[src/rtl/autb_delay_timer.sv]
// autb_delay_timer: multi-channel (us, ns) delay timer for the analog TB harness.
// Each channel latches a request, counts microseconds, then nanoseconds, on clk,
// and pulses done on expiry. Remaining time is readable per channel.
//
// Optional feature: define AUTB_DELAY_TIMER_ABORT_EN to add the abort port,
// which cancels a busy channel without a done pulse.
//
// Ports:
//   clk      system clock
//   rst      synchronous active-high reset
//   start    per-channel request strobe
//   us_req   per-channel us count, channel i at [i*CNT_W +: CNT_W]
//   ns_req   per-channel ns count, same packing
//   abort    per-channel cancel (only with AUTB_DELAY_TIMER_ABORT_EN)
//   busy     channel counting
//   done     one-cycle expiry pulse
//   us_left  remaining us per channel
//   ns_left  remaining ns within the current phase per channel
//   ignored  one-cycle pulse: start dropped because channel busy
module autb_delay_timer #(
  parameter int unsigned NUM_CH     = 4,
  parameter int unsigned CNT_W      = 16,
  parameter int unsigned CLK_PER_NS = 1,
  parameter int unsigned NS_PER_US  = 1000
) (
  input  logic                    clk,
  input  logic                    rst,
  input  logic [NUM_CH-1:0]       start,
  input  logic [NUM_CH*CNT_W-1:0] us_req,
  input  logic [NUM_CH*CNT_W-1:0] ns_req,
`ifdef AUTB_DELAY_TIMER_ABORT_EN
  input  logic [NUM_CH-1:0]       abort,
`endif
  output logic [NUM_CH-1:0]       busy,
  output logic [NUM_CH-1:0]       done,
  output logic [NUM_CH*CNT_W-1:0] us_left,
  output logic [NUM_CH*CNT_W-1:0] ns_left,
  output logic [NUM_CH-1:0]       ignored
);

  localparam int unsigned PS_W  = (CLK_PER_NS > 1) ? $clog2(CLK_PER_NS) : 1;
  localparam int unsigned SUB_W = (NS_PER_US > 1) ? $clog2(NS_PER_US) : 1;
  localparam logic [PS_W-1:0]  PS_MAX  = PS_W'(CLK_PER_NS - 1);
  localparam logic [SUB_W-1:0] SUB_MAX = SUB_W'(NS_PER_US - 1);

  typedef enum logic [1:0] {
    ST_IDLE = 2'd0,
    ST_US   = 2'd1,
    ST_NS   = 2'd2
  } state_t;

  for (genvar g = 0; g < NUM_CH; g++) begin : g_ch
    state_t             state_q, state_d;
    logic [PS_W-1:0]    ps_q, ps_d;
    logic [SUB_W-1:0]   sub_q, sub_d;
    logic [CNT_W-1:0]   us_q, us_d, ns_q, ns_d;
    logic               busy_q, done_q, ign_q;
    logic               done_d, ign_d;
    logic               tick;
    logic               start_c, abort_c;
    logic [CNT_W-1:0]   us_in, ns_in;

    assign start_c = start[g];
    assign us_in   = us_req[g*CNT_W +: CNT_W];
    assign ns_in   = ns_req[g*CNT_W +: CNT_W];
`ifdef AUTB_DELAY_TIMER_ABORT_EN
    assign abort_c = abort[g];
`else
    assign abort_c = 1'b0;
`endif

    // Next-state and counter update for one channel
    always_comb begin
      state_d = state_q;
      ps_d    = ps_q;
      sub_d   = sub_q;
      us_d    = us_q;
      ns_d    = ns_q;
      done_d  = 1'b0;
      ign_d   = 1'b0;
      tick    = (ps_q == PS_MAX);

      unique case (state_q)
        ST_IDLE: begin
          // abort beats a same-cycle start on an idle channel
          if (start_c && !abort_c) begin
            us_d  = us_in;
            ns_d  = ns_in;
            ps_d  = '0;
            sub_d = '0;
            if (us_in != '0)      state_d = ST_US;
            else if (ns_in != '0) state_d = ST_NS;
            else                  done_d  = 1'b1;
          end
        end
        ST_US: begin
          ign_d = start_c;
          ps_d  = tick ? '0 : ps_q + PS_W'(1);
          if (tick) begin
            if (sub_q == SUB_MAX) begin
              sub_d = '0;
              us_d  = us_q - CNT_W'(1);
              if (us_q == CNT_W'(1)) begin
                if (ns_q != '0) begin
                  state_d = ST_NS;
                end else begin
                  state_d = ST_IDLE;
                  done_d  = 1'b1;
                end
              end
            end else begin
              sub_d = sub_q + SUB_W'(1);
            end
          end
        end
        ST_NS: begin
          ign_d = start_c;
          ps_d  = tick ? '0 : ps_q + PS_W'(1);
          if (tick) begin
            ns_d = ns_q - CNT_W'(1);
            if (ns_q == CNT_W'(1)) begin
              state_d = ST_IDLE;
              done_d  = 1'b1;
            end
          end
        end
        default: begin
          state_d = ST_IDLE;
        end
      endcase

      // Cancel a running channel silently
      if (abort_c && (state_q != ST_IDLE)) begin
        state_d = ST_IDLE;
        ps_d    = '0;
        sub_d   = '0;
        us_d    = '0;
        ns_d    = '0;
        done_d  = 1'b0;
        ign_d   = 1'b0;
      end
    end

    // Channel state and output registers
    always_ff @(posedge clk) begin
      if (rst) begin
        state_q <= ST_IDLE;
        ps_q    <= '0;
        sub_q   <= '0;
        us_q    <= '0;
        ns_q    <= '0;
        busy_q  <= 1'b0;
        done_q  <= 1'b0;
        ign_q   <= 1'b0;
      end else begin
        state_q <= state_d;
        ps_q    <= ps_d;
        sub_q   <= sub_d;
        us_q    <= us_d;
        ns_q    <= ns_d;
        busy_q  <= (state_d != ST_IDLE);
        done_q  <= done_d;
        ign_q   <= ign_d;
      end
    end

    assign busy[g]                    = busy_q;
    assign done[g]                    = done_q;
    assign ignored[g]                 = ign_q;
    assign us_left[g*CNT_W +: CNT_W]  = us_q;
    assign ns_left[g*CNT_W +: CNT_W]  = ns_q;
  end

endmodule

[config.mk]
export PLATFORM = sky130hd
export DESIGN_NAME = autb_delay_timer
export DESIGN_NICKNAME = d
export VERILOG_FILES = /design/src/rtl/autb_delay_timer.sv
export SDC_FILE = /design/constraint.sdc
export NUM_CORES = 1
export LEC_CHECK = 0
export BUFFER_PORTS_ARGS = -buffer_cell sky130_fd_sc_hd__buf_2
export CORE_UTILIZATION = 30
export DETAILED_ROUTE_END_ITERATION = 8
export PLACE_DENSITY = 0.49
export SYNTH_ARGS = -nofsm -noshare
export SYNTH_HDL_FRONTEND = slang
export SYNTH_SLANG_ARGS = --single-unit
[constraint.sdc]
create_clock -name clk -period 2.85 [get_ports clk]
set_input_delay 0.1425 -clock clk [delete_from_list [all_inputs] [get_ports clk]]
set_output_delay 0.1425 -clock clk [all_outputs]
set_load 0.05 [all_outputs]
# Word-level counts from Yosys, hierarchy flattened

Index checks and enable logic that the tools add are counted.

Add/sub/neg operators: 16
Eq/ne operators: 36
Mux-type cells: 136
Bitwise logic cells: 4
Reductions and logical operators: 56

Operators by type and width:

| operator                                           | number |
|---|---|
| 2-to-1 mux 16 bit                                  | 20 |
| one-hot mux 16 bit (2 select lines)                | 8 |
| nonzero test 16 bit                                | 12 |
| == test 16 x 1 -> 1 bit, second input constant     | 8 |
| subtractor 16 x 1 -> 16 bit, second input constant | 8 |
| 2-to-1 mux 10 bit                                  | 12 |
| one-hot mux 10 bit (2 select lines)                | 4 |
| 2-to-1 mux 2 bit                                   | 36 |
| 2-to-1 mux 1 bit                                   | 44 |
| adder 10 x 1 -> 10 bit, second input constant      | 4 |
| == test 10 bit, second input constant              | 4 |
| inequality test 2 bit, second input constant       | 16 |
| nonzero test 2 bit                                 | 16 |
| one-hot mux 2 bit (3 select lines)                 | 4 |
| AND reduction 3 bit                                | 8 |
| AND reduction 4 bit                                | 4 |
| OR reduction 2 bit                                 | 8 |
| one-hot mux 1 bit (3 select lines)                 | 4 |
| == test 2 x 1 -> 1 bit, second input constant      | 4 |
| == test 2 bit, second input constant               | 4 |
| logical NOT 2 bit                                  | 4 |
| one-hot mux 1 bit (2 select lines)                 | 4 |
| AND reduction 2 bit                                | 4 |
| adder 1 bit, second input constant                 | 4 |
| NOT 1 bit                                          | 4 |

Flip-flop bits (word level): 192
Input port bits: 134
Output and inout port bits: 140
Word-level logic and storage cells: 280

# Logic depth before layout (Yosys ltp)

Gate-level depths: netlist of the first run.

Depth after elaboration: 7
Mapped depth: 10
Mapped depth without buffers: 8

# Worst setup path after synthesis of the first run

No wires, ideal clock.

Kind: register -> register
From: reg g_ch[3].us_q[2]
To: reg g_ch[3].busy_q
Library setup time: 134 ps
Arrival time: 2383 ps
Required time: 2716 ps
Slack: 332 ps
Stages on the path, launching flop included: 7
Path buffers: 0
Period minus slack after synthesis: 2518 ps
Cells stage by stage: dfxtp_1 -> or3_1 -> or3_1 -> and4bb_2 -> mux2_2 -> a222oi_1 -> a211oi_1

Longest elaborated chain between the ends: 6

RTL lines:

| element                            | line | source |
|---|---|---|
| start, declared                    | 56   | `logic [CNT_W-1:0] us_q, us_d, ns_q, ns_d;` |
| start signal, assigned             | 159  | `us_q <= us_d;` |
| == test 16 x 1 -> 1 bit            | 103  | `if (us_q == CNT_W'(1)) begin` |
| 2-to-1 mux 2 bit                   | 103  |  |
| 2-to-1 mux 2 bit                   | 100  | `if (sub_q == SUB_MAX) begin` |
| 2-to-1 mux 2 bit                   | 99   | `if (tick) begin` |
| one-hot mux 2 bit (3 select lines) | 83   | `unique case (state_q)` |
| nonzero test 2 bit                 | 161  | `busy_q <= (state_d != ST_IDLE);` |
| end signal, assigned               | 161  |  |
| end, declared                      | 57   | `logic busy_q, done_q, ign_q;` |

No other way between the ends.
A chain may end at the register's enable or synchronous reset.

# Final worst setup path of the first run

Same ends and word-level chain as after synthesis.

==> results.md, run 1 <==
- Worst r2r dst: g_ch[3].busy_q$_SDFF_PP0_
- Simple-gate area share of the yosys netlist: 0.2785
- Unrepaired setup endpoints after global routing: no
- FF/Latch Area: around 3800 um2
- Yosys warning total: 0
- Cells after Synth: 1486
- Design Power: 7.756 mW
- Design area: 13950 um2
- Placed cell area: 13070 um2
- Crit path kind: flip-flop to flip-flop
- Number of setup buffers added after CTS: 0
- Layout Nets: 1932
- # Max-Cap Violations: 0
- Headroom to the max-slew limit: 0.5256
- Initial drt markers: 698
- Final min period: 2479 ps
- Most used cell, CP: or3_1
- Main combinational cell family by area after synthesis: simple AND/OR/NAND/NOR gates
- Adder and majority gate portion of the synthesized area: 0.04458
- CP Capture Type: flip-flop
- Share of cells above drive strength 1: 0.2034
- Synth-to-Final Area Change: 24.28%
- Port Buf Inserts: around 270
- Core area: 36700 um2
- CTS root buf: clkbuf_16
- Initial core utilization: 0.3059
- Total GRT Usage: 0.1878
- Max Clock Freq: about 400 MHz
- Number of enable flip-flop cells after synthesis: 0
- TritonCTS buffer count: 17
- Worst slew pin tran: a little over 700 ps
- Drt pass-1 iters: 6
- Worst slack, placed: 374.5 ps
- Setup_tns: 0 ps
- Multiplexer share of the synthesized area: 0.01939
- Routed vias/inst: approximately 5.4
- Final number of setup-violating endpoints: 0
- Footprint of the multi-input gates: 6910 um2
- Max incr delay on CP: 440 ps
- Cell Chain, Critical Path: or3_1 > or3_1 > and4bb_2 > mux2_2 > a222oi_1 > a211oi_1
- Initial antenna violation count: 3
- Yosys reg bits: roughly 190
- Vias in the first global route: 10977
- Max stage delay cell, worst path: or3_1
- TritonCTS clock tree: built
- Later-pin clock latency in the skew report: 450 ps
- Hold EP: g_ch[3].us_q[4]$_SDFFE_PP0P_
- Critical path required time: 3170 ps
- Critical path startpoint category: flip-flop
- DIE WIDTH: 195.5 um
- Maximum VDD drop: roughly 0.00043 V
- Synth Area in XOR/XNOR: 0.02106
- CTS HTree Levels: 4
- Power density over cell area: ~560 nW/um2
- Cell variety after synth: 67
- Synth Area in Compound Gates: 0.2516
- Most common cell after layout, fill and taps aside: buf_2
- R2R setup slack: 370 ps
- R2R depth: 6
- GP Congestion: 0.8534
- Outcome: finished, final reports clean
- Final WL: 36.60 mm
- Hold Slack: 33.16 ps
- Vias: 12075
- Syn_nets: between 1500 and 2000
- CTS Sinks: approximately 190
- R2R Path Start: g_ch[3].us_q[2]$_SDFFE_PP0P_
- Leak Pwr: 5.613 nW
- Syn_area_per_cell: about 7.6 um2
- Clock transition at the registers of the reported paths: 70 ps
- Most frequent cells in the layout: buf_2, dfxtp_1, nor2_1
- Seq/Total Area, Yosys: 0.3352
- Max Clock Skew: around 12 ps
- Worst Hold Depth: 3
- CTS Hold Bufs: 31
- Period utilization: 0.8699
- Hold_sp: us_req[52]
- Setup slack after layout: 370.9 ps
- Pin count of the biggest net entering global routing: 37
- Maximum root-to-sink buffer count: 2
- Synth Cell Area: 11230 um2
- Worst EP arrival: 2800 ps
- Die area: about 38000 um2
- Post-CTS Resized: 0
- Post-synth top flop: dfxtp_1
- Max Slew Vio Count: 0
- Final hold violations: 0
- Maximum fanout along the worst path: 7
- I/O pins: 274
- Grt ovf: 0
- Worst Hold Class: input pin to flip-flop
- Filler Cell Count: 3866
- Row count: 70
- First-pass GRT wire length: 58.52 mm
- HPWL Detailed: 26.61 mm
- # DRC: 0
- Antenna Nets Post-Route: 0
- Ys async rst share: 0
- Die span in y: 195.5 um
- Drt wl/cell: 16.33 um
## how the worst max path moves through the flow
stage | start | to | slack [ps] | depth (start not counted)
2_1_floorplan | g_ch[3].us_q[2]$_SDFFE_PP0P_ | g_ch[3].busy_q$_SDFF_PP0_ | 330 | 6
3_3_place_gp | g_ch[3].us_q[2]$_SDFFE_PP0P_ | g_ch[3].busy_q$_SDFF_PP0_ | 390 | 6
3_5_place_dp | g_ch[3].us_q[2]$_SDFFE_PP0P_ | g_ch[3].busy_q$_SDFF_PP0_ | 370 | 6
4_1_cts | g_ch[3].us_q[2]$_SDFFE_PP0P_ | g_ch[3].busy_q$_SDFF_PP0_ | 360 | 6
5_1_grt | g_ch[0].sub_q[0]$_SDFFE_PP0P_ | g_ch[0].busy_q$_SDFF_PP0_ | 230 | 7
6_report | g_ch[3].us_q[2]$_SDFFE_PP0P_ | g_ch[3].busy_q$_SDFF_PP0_ | 370 | 6
## registers in the layout, indices dropped and copies added (netlist names)
name,count
g_ch.done_q,4
g_ch.busy_q,4
g_ch.us_q,64
g_ch.ns_q,64
g_ch.sub_q,40
g_ch.state_q,8
g_ch.ign_q,4
## worst max-delay path, delay by kind of cell, from the launching register on
family,cells,cell delay [ps]
flip-flops,1,360
multiplexers,1,340
AND/OR/NAND/NOR,3,1090
AO/OA/AOI/OAI,2,550
## final cells by class
type | count | share of cell area
inverters | 40 | 0.01076
repair buffers | 341 | 0.1411
clock inverters | 12 | 0.008160
flip-flops and latches | 188 | 0.2697
well taps | 468 | 0.04197
diodes | 3 | 0.0005380
clock buffers | 19 | 0.03246
multi-input cells | 1170 | 0.4952
## through the flow
stage / std cells / utilization
finish: 2241 / 0.3802
global route: 2239 / 0.3801
CTS: 2238 / 0.3800
detailed placement: 2176 / 0.3561
global placement: 2176 / 0.3561
floorplan: 1486 / -
## synthesized netlist by cell type, drive strengths merged (10+ instances only)
cell type / number / area [um2]
or3: 22 / 138.9
nor3: 68 / 340.3
nand3: 33 / 165.2
nand4: 23 / 143.9
xor2: 17 / 148.9
xnor2: 10 / 87.58
inv: 37 / 138.9
dfxtp: 188 / 3764
nor4: 45 / 324.1
o31ai: 15 / 112.6
nand3b: 13 / 97.59
ha: 40 / 500.5
and3: 20 / 125.1
or4: 15 / 120.1
a22oi: 20 / 150.1
o21ai: 119 / 595.6
a211oi: 51 / 382.9
a21oi: 140 / 700.7
mux2i: 15 / 150.1
buf: 19 / 142.6
o2bb2ai: 16 / 140.1
nor2: 167 / 626.9
nand2b: 11 / 68.82
nor2b: 11 / 68.82
clkbuf: 68 / 255.2
nand2: 151 / 566.8
and2: 12 / 75.07
o22ai: 35 / 219.0
## kinds of logic after synthesis
kind of cell / after synthesis
adder cells (fa/ha/maj): 40
multiplexers: 21
flip-flops: 188
buffers and inverters: 128
AND/OR/NAND/NOR: 621
AO/OA/AOI/OAI: 461
XOR/XNOR: 27
## report_power, final
part | internal, mW | total (mW) | switching (mW)
clock | 1.25 | 2.39 | 1.14
sequential | 2.80 | 3.04 | 0.236
combinational | 0.746 | 2.32 | 1.58
total | 4.81 | 7.76 | 2.95
## layer usage
metal,GRT usage,up-vias,part of all wire
met4,0.05512,0,0.015
met1,0.2548,5680,0.47
li1,-,6039,-
met5,0,-,0
met2,0.2931,324,0.45
met3,0.04560,32,0.063
(Power assumes the default switching activity.)
==> inputs of run 2 (changes only) <==
ABC_AREA = 1   (was unset)
PLACE_DENSITY = 0.52   (was 0.49)
==> run 2 against run 1 <==
Effect of this change:
- clock power rose by 3%
- critical path depth grew 2
- combinational power rose by 55%
- die area is 8.5% higher
- flip-flop and latch count stayed put
- synthesized cell count increased by 32%
- clock skew rose by 1.9 ps
==> results.md, run 2 <==
- Finished Core Util: 0.3801 (about the same)
- Most common cell after layout, fill and taps aside: nand2_1
- Headroom to the max-slew limit: 0.5448 (+0.01922)
- Max Slew Vio Count: 0 (unchanged)
- Switching Fraction: 0.4285 (+0.04819)
- Worst EP arrival: 2590 ps (-210 ps)
- Max stage delay cell, worst path: inv_1
- Synth Area in Compound Gates: 0.1727 (-0.07895)
- Synth-to-Final Area Change: 24.49%
- Synth top area share: 0.3088 (-0.02640)
- Syn_area_per_cell: 6.230 um2 (-18%)
- Vias in the first global route: 12745 (+16%)
- Leak Pwr: 7.158 nW (+28%)
- Switching power: 3.966 mW (+34%)
- Main combinational cell family by area after synthesis: simple AND/OR/NAND/NOR gates
- Number of setup buffers added after CTS: 0 (unchanged)
- Outcome: finished, final reports clean
- Post-Layout Cell Count: 2798 (+25%)
- Worst slack, placed: 674.8 ps (+300.3 ps)
- HPWL Detailed: 30.51 mm (+15%)
- Routed vias/inst: 4.805 (-11%)
- Synth Cell Area: 12190 um2 (+8.5%)
- CP Capture Type: flip-flop
- GP Congestion: 0.8846 (+3.7%)
- Cell Chain, Critical Path: inv_1 > ha_1 > inv_2 > o21ai_1 > buf_4 > inv_1 > o21ai_0 > a21oi_1
- Setup_tns: 0 ps (unchanged)
- DIE WIDTH: 203.6 um (+4.1%)
- Initial drt markers: 611 (-12%)
- Worst Hold Class: input pin to flip-flop
- Final min period: 2213 ps (-266.2 ps)
- Filler Cell Count: 4307 (+11%)
- Maximum root-to-sink buffer count: 2 (unchanged)
- Unrepaired setup endpoints after global routing: no
- Initial antenna violation count: 4 (+1)
- List of most frequent post-synthesis cells: nand2_1, nor2_1, inv_1
- CTS Sinks: 188 (unchanged)
- Synth Area in XOR/XNOR: 0.02444 (+0.003372)
- Vias: 13444 (+11%)
- Adder and majority gate portion of the synthesized area: 0.04107 (-0.003510)
- Share of cells above drive strength 1: 0.1678 (-0.03562)
- Critical path required time: 3230 ps (+60 ps)
- Most used cell, CP: inv_1
- Grt ovf: 0 (unchanged)
- Ys async rst share: 0 (unchanged)
- Crit path kind: flip-flop to flip-flop
- Final number of setup-violating endpoints: 0 (unchanged)
- Maximum VDD drop: 0.0004128 V (-4.2%)
- FF/Latch Area: 3764 um2 (unchanged)
- Dpl cells: 2708 (+24%)
- First-pass GRT wire length: 64.31 mm (+9.9%)
- CTS root buf: clkbuf_16
- Placed cell area: 14010 um2 (+7.2%)
- Largest regs: g_ch.ns_q (64), g_ch.us_q (64), g_ch.sub_q (40)
- Cell variety after synth: 47 (-30%)
- # Max-Cap Violations: 0 (unchanged)
- Design Power: 9.254 mW (+19%)
- Drt wl/cell: 14.26 um (-13%)
- Pin count of the biggest net entering global routing: 29 (-22%)
- Count leader, synth: nand2_1
- Biggest area consumer among synthesized cells: dfxtp_1
- CTS Hold Bufs: 57 (+84%)
- Max incr delay on CP: 480 ps (+40 ps)
- CTS HTree Levels: 4 (unchanged)
- Simple-gate area share of the yosys netlist: 0.3527 (+0.07417)
- Initial core utilization: 0.3053 (-0.0006129)
- Yosys warning total: 0 (unchanged)
- Number of enable flip-flop cells after synthesis: 0 (unchanged)
- TritonCTS clock tree: built
- Clock share of power: 0.267 (-0.041)
- Syn_nets: 2130 (+28%)
- Period utilization: 0.7765 (-0.09341)
- I/O pins: 274 (unchanged)
- Core area: 39910 um2 (+8.8%)
- Max Clock Skew: 14.26 ps (+1.860 ps)
- Layout Nets: 2433 (+26%)
- Seq/Total Area, Yosys: 0.3088 (-0.02640)
- Die span in y: 203.6 um (+4.1%)
- Setup slack after layout: 637.1 ps (+266.2 ps)
- Later-pin clock latency in the skew report: 460 ps (about the same)
- Antenna Nets Post-Route: 0 (unchanged)
- Post-synth top flop: dfxtp_1
- Most frequent cells in the layout: nand2_1, nor2_1, buf_2
- Footprint of the multi-input gates: 7221 um2 (+4.5%)
- Port Buf Inserts: 273 (unchanged)
- Internal power: 5.288 mW (+10%)
- TritonCTS buffer count: 17 (unchanged)
- Logic pwr share: 0.387 (+0.087)
- Clock transition at the registers of the reported paths: 70 ps (about the same)
- Row count: 73 (+4.3%)
- Power density over cell area: 610.0 nW/um2 (+9.7%)
- Yosys reg bits: 188 (unchanged)
- Cells after Synth: 1956 (+32%)
- Maximum fanout along the worst path: 21 (+14)
- Max Clock Freq: 451.9 MHz (+12%)
- Total GRT Usage: 0.1922 (+0.004379)
- Final WL: 39.89 mm (+9.0%)
- Final hold violations: 0 (unchanged)
- Synth top area cells: dfxtp_1, nand2_1, nor2_1, inv_1, o21ai_0
- Worst slew pin tran: 682.1 ps (-24.14 ps)
- Multiplexer share of the synthesized area: 0.001643 (-0.01775)
- Drt pass-1 iters: 5 (-1)
- # DRC: 0 (unchanged)
- Seq pwr share: 0.346 (-0.046)
- Design area: 15170 um2 (+8.7%)
- Post-CTS Resized: 0 (unchanged)
- Hold Slack: 32.62 ps (-0.5388 ps)
- Critical path startpoint category: flip-flop
- Die area: 41430 um2 (+8.5%)
## run 2: changes by cell type after synthesis, sizes merged, moves of 30 or more
cell	delta
nor2	+163
nor4	-45
clkbuf	-45
o21ai	+53
a211oi	-37
nor3	-30
nand3	+86
inv	+193
nand2	+336
## run 2: worst max-delay path: cells and delay by family, from the launching register on
family / cells / cell delay [ps]
AOI/OAI and AO/OA: 3 / 450
buffers and inverters: 4 / 1050
DFF: 1 / 410
adders and majority gates: 1 / 220
## run 2: power groups by stage
| stage | clock [mW] | sequential, mW | combinational (mW) |
|---|---|---|---|
| 3_5_place_dp | 0 | 3.26 | 3.52 |
| 6_report | 2.47 | 3.20 | 3.59 |
| 5_1_grt | 2.67 | 3.24 | 4.00 |
| 4_1_cts | 2.58 | 3.20 | 3.59 |
| 3_3_place_gp | 0 | 3.26 | 3.49 |
| 2_1_floorplan | 0 | 3.91 | 1.95 |
## run 2: path summary, 6_finish.rpt
check,startpoint,end,slack [ps],cells past startpoint
worst max-delay path,g_ch[1].state_q[0]$_SDFF_PP0_,g_ch[1].ns_q[4]$_SDFFE_PP0P_,640,8
worst min-delay path,ns_req[0],g_ch[0].ns_q[0]$_SDFFE_PP0P_,30,3
worst min register to register,g_ch[1].sub_q[7]$_SDFFE_PP0P_,g_ch[1].sub_q[7]$_SDFFE_PP0P_,460,1
worst max register to register,g_ch[1].state_q[0]$_SDFF_PP0_,g_ch[1].ns_q[4]$_SDFFE_PP0P_,640,8
## run 2: logic make-up after synthesis
kind of cell               after synthesis
AOI/OAI and AO/OA                      375
xor gates and xnor gates                34
adders and majority gates               40
buffers and inverters                  294
DFF                                    188
muxes                                    2
and+or+nand+nor                       1023
## run 2: area by class of cell
| class | instances | share of cell area |
|---|---|---|
| flip-flops and latches | 188 | 0.2481 |
| well taps | 525 | 0.04330 |
| clock inverters | 10 | 0.007670 |
| diodes | 2 | 0.0003299 |
| clock buffers | 21 | 0.03101 |
| multi-input cells | 1474 | 0.4760 |
| repair buffers | 348 | 0.1367 |
| inverters | 230 | 0.05691 |
## run 2: routing by layer
layer / part of all wire / global-route usage / vias up
met5: 0 / 0 / -
met4: 0.017 / 0.05209 / 0
met3: 0.049 / 0.04027 / 47
met2: 0.47 / 0.3205 / 296
met1: 0.47 / 0.2495 / 6147
li1: - / - / 6954
==> inputs of run 3 (changes only) <==
clock period = 2.23 ns   (was 2.85 ns; I/O delays follow)
==> run 3 against run 2 <==
Effect of this change:
- first-iteration DRC count up 23%
- cell area increased by 5.0%
- maximum frequency increased by 12%
- clock-buffer cell count increased by 5
- critical endpoint is now g_ch[2].ns_q[12]$_SDFFE_PP0P_
- clock skew is 5.3 ps lower
- critical path type unchanged
- register-to-register slack got worse by 390 ps
- global-route usage rose by 0.48 points
- non-clock buffer count is 75 higher
- largest power group unchanged
==> results.md, run 3 (synthesized netlist as in run 2, its figures left out) <==
- Worst EP arrival: 2370 ps (-220 ps)
- TritonCTS clock tree: built
- CP Capture Type: flip-flop
- Maximum root-to-sink buffer count: 2 (unchanged)
- Setup_tns: 0 ps (unchanged)
- Row count: 73 (unchanged)
- Unrepaired setup endpoints after global routing: no
- Share of cells above drive strength 1: 0.1670 (-0.0007458)
- Largest regs: g_ch.ns_q (64), g_ch.us_q (64), g_ch.sub_q (40)
- Power density over cell area: 762.2 nW/um2 (+25%)
- Layout Nets: 2508 (+3.1%)
- Max Clock Skew: 8.915 ps (-5.344 ps)
- Maximum fanout along the worst path: 16 (-24%)
- Max Clock Freq: 504.1 MHz (+12%)
- CTS root buf: clkbuf_16
- Hold Slack: 47.91 ps (+15.28 ps)
- Pin count of the biggest net entering global routing: 60 (+110%)
- Clock transition at the registers of the reported paths: 70 ps (about the same)
- CTS HTree Levels: 4 (unchanged)
- Final number of setup-violating endpoints: 0 (unchanged)
- Most used cell, CP: inv_1
- TritonCTS buffer count: 17 (unchanged)
- Routed vias/inst: 4.809 (about the same)
- Max stage delay cell, worst path: inv_1
- Drt pass-1 iters: 5 (unchanged)
- Die area: 41430 um2 (unchanged)
- Critical path required time: 2620 ps (-610 ps)
- Maximum VDD drop: 0.0004893 V (+19%)
- Most common cell after layout, fill and taps aside: nand2_1
- Synth-to-Final Area Change: 30.71%
- Drt wl/cell: 14.34 um (+0.62%)
- Number of setup buffers added after CTS: 0 (unchanged)
- I/O pins: 274 (unchanged)
- Grt ovf: 0 (unchanged)
- Die span in y: 203.6 um (unchanged)
- Final WL: 41.21 mm (+3.3%)
- Total GRT Usage: 0.1970 (+0.004827)
- Period utilization: 0.8896 (+0.1131)
- Vias in the first global route: 12770 (+0.20%)
- Top delay family on crit path: buffers and inverters
- GP Congestion: 0.9060 (+2.4%)
- Post-CTS Resized: 0 (unchanged)
- Core area: 39910 um2 (unchanged)
- Initial core utilization: 0.3053 (unchanged)
- Port Buf Inserts: 273 (unchanged)
- # DRC: 0 (unchanged)
- # Max-Cap Violations: 0 (unchanged)
- Leak Pwr: 7.509 nW (+4.9%)
- HPWL Detailed: 30.79 mm (+0.91%)
- First-pass GRT wire length: 64.76 mm (+0.70%)
- Final min period: 1984 ps (-229.2 ps)
- Cell Chain, Critical Path: inv_1 > ha_1 > nand2_1 > inv_1 > a21oi_2 > inv_1 > o21ai_0 > o21ai_0 > a21oi_1
- Worst Hold Class: input pin to flip-flop
- Most frequent cells in the layout: nand2_1, nor2_1, buf_2
- Antenna Nets Post-Route: 0 (unchanged)
- Design Power: 12.14 mW (+31%)
- Max incr delay on CP: 370 ps (-110 ps)
- Max Slew Vio Count: 0 (unchanged)
- Outcome: finished, final reports clean
- Filler Cell Count: 4243 (-1.5%)
- Later-pin clock latency in the skew report: 500 ps (+40 ps)
- Vias: 13817 (+2.8%)
- CTS Sinks: 188 (unchanged)
- Finished Core Util: 0.3991 (+0.01900)
- Initial antenna violation count: 1 (-3)
- Initial drt markers: 754 (+23%)
- Headroom to the max-slew limit: 0.6773 (+0.1325)
- Worst slew pin tran: 482.2 ps (-199.8 ps)
- Bufs and invs on worst path: 3 (-1)
- DIE WIDTH: 203.6 um (unchanged)
- Critical path startpoint category: flip-flop
- Crit path kind: flip-flop to flip-flop
- Final hold violations: 0 (unchanged)
-- run 3: changes by cell type in the layout (fill, tap and decap cells not counted) --
cell / delta
clkbuf_8: +1
bufinv_16: +1
clkinv_4: -1
diode_2: -1
buf_12: +2
clkinvlp_4: -4
dlygate4sd3_1: +61
clkbuf_1: +4
buf_4: +12
-- run 3: routing by layer --
| layer | GRT usage | wire length [um] | vias up |
|---|---|---|---|
| met5 | 0 | 0 | - |
| met4 | 0.08163 | 1122 | 0 |
| met3 | 0.04203 | 2021 | 68 |
| met2 | 0.3244 | 19220 | 342 |
| met1 | 0.2482 | 18840 | 6304 |
| li1 | - | - | 7103 |
-- run 3: where the power goes --
part           internal, mW  switching (mW)  leakage [nW]
sequential             3.68           0.409          1.54
combinational          1.46            3.29          5.67
clock                  1.88            1.43         0.295
-- run 3: worst register-to-register path, stage by stage, from the launching register on --
cell and delay, ps:
dfxtp_1 360, inv_1 120, ha_1 290, nand2_1 160, inv_1 100, a21oi_2 40, inv_1 370, o21ai_0 210
o21ai_0 180, a21oi_1 50
-- run 3: per-stage QoR --
stage	worst slack, ps	cell area (um2)	instances
floorplan	462.4	12190	1956
global placement	316.4	14140	2722
detailed placement	253.0	14140	2722
CTS	239.5	15930	2872
global route	10.63	15930	2872
finish	246.3	15930	2873
-- run 3: area by class of cell --
class,instances,area (um2),area share
well taps,525,656.9,0.04124
repair buffers,423,2815,0.1767
multi-input cells,1474,7221,0.4533
inverters,230,863.3,0.05420
diodes,1,2.502,0.0001571
clock buffers,26,499.2,0.03134
clock inverters,6,107.6,0.006755
flip-flops and latches,188,3764,0.2363
-- run 3: final timing paths --
kind / startpoint / to / slack (ps) / cells past startpoint
setup / recovery: g_ch[2].state_q[0]$_SDFF_PP0_ / g_ch[2].ns_q[12]$_SDFFE_PP0P_ / 250 / 9
hold / removal: ns_req[28] / g_ch[1].ns_q[12]$_SDFFE_PP0P_ / 50 / 5
setup reg to reg: g_ch[2].state_q[0]$_SDFF_PP0_ / g_ch[2].ns_q[12]$_SDFFE_PP0P_ / 250 / 9
hold reg to reg: g_ch[2].sub_q[7]$_SDFFE_PP0P_ / g_ch[2].sub_q[7]$_SDFFE_PP0P_ / 460 / 2
-- run 3: what timing repair did --
action                                  in CTS  in global routing
hold buffers                               118                  0
endpoints found under the setup margin       0                  0
endpoints found under the hold margin      118                  0
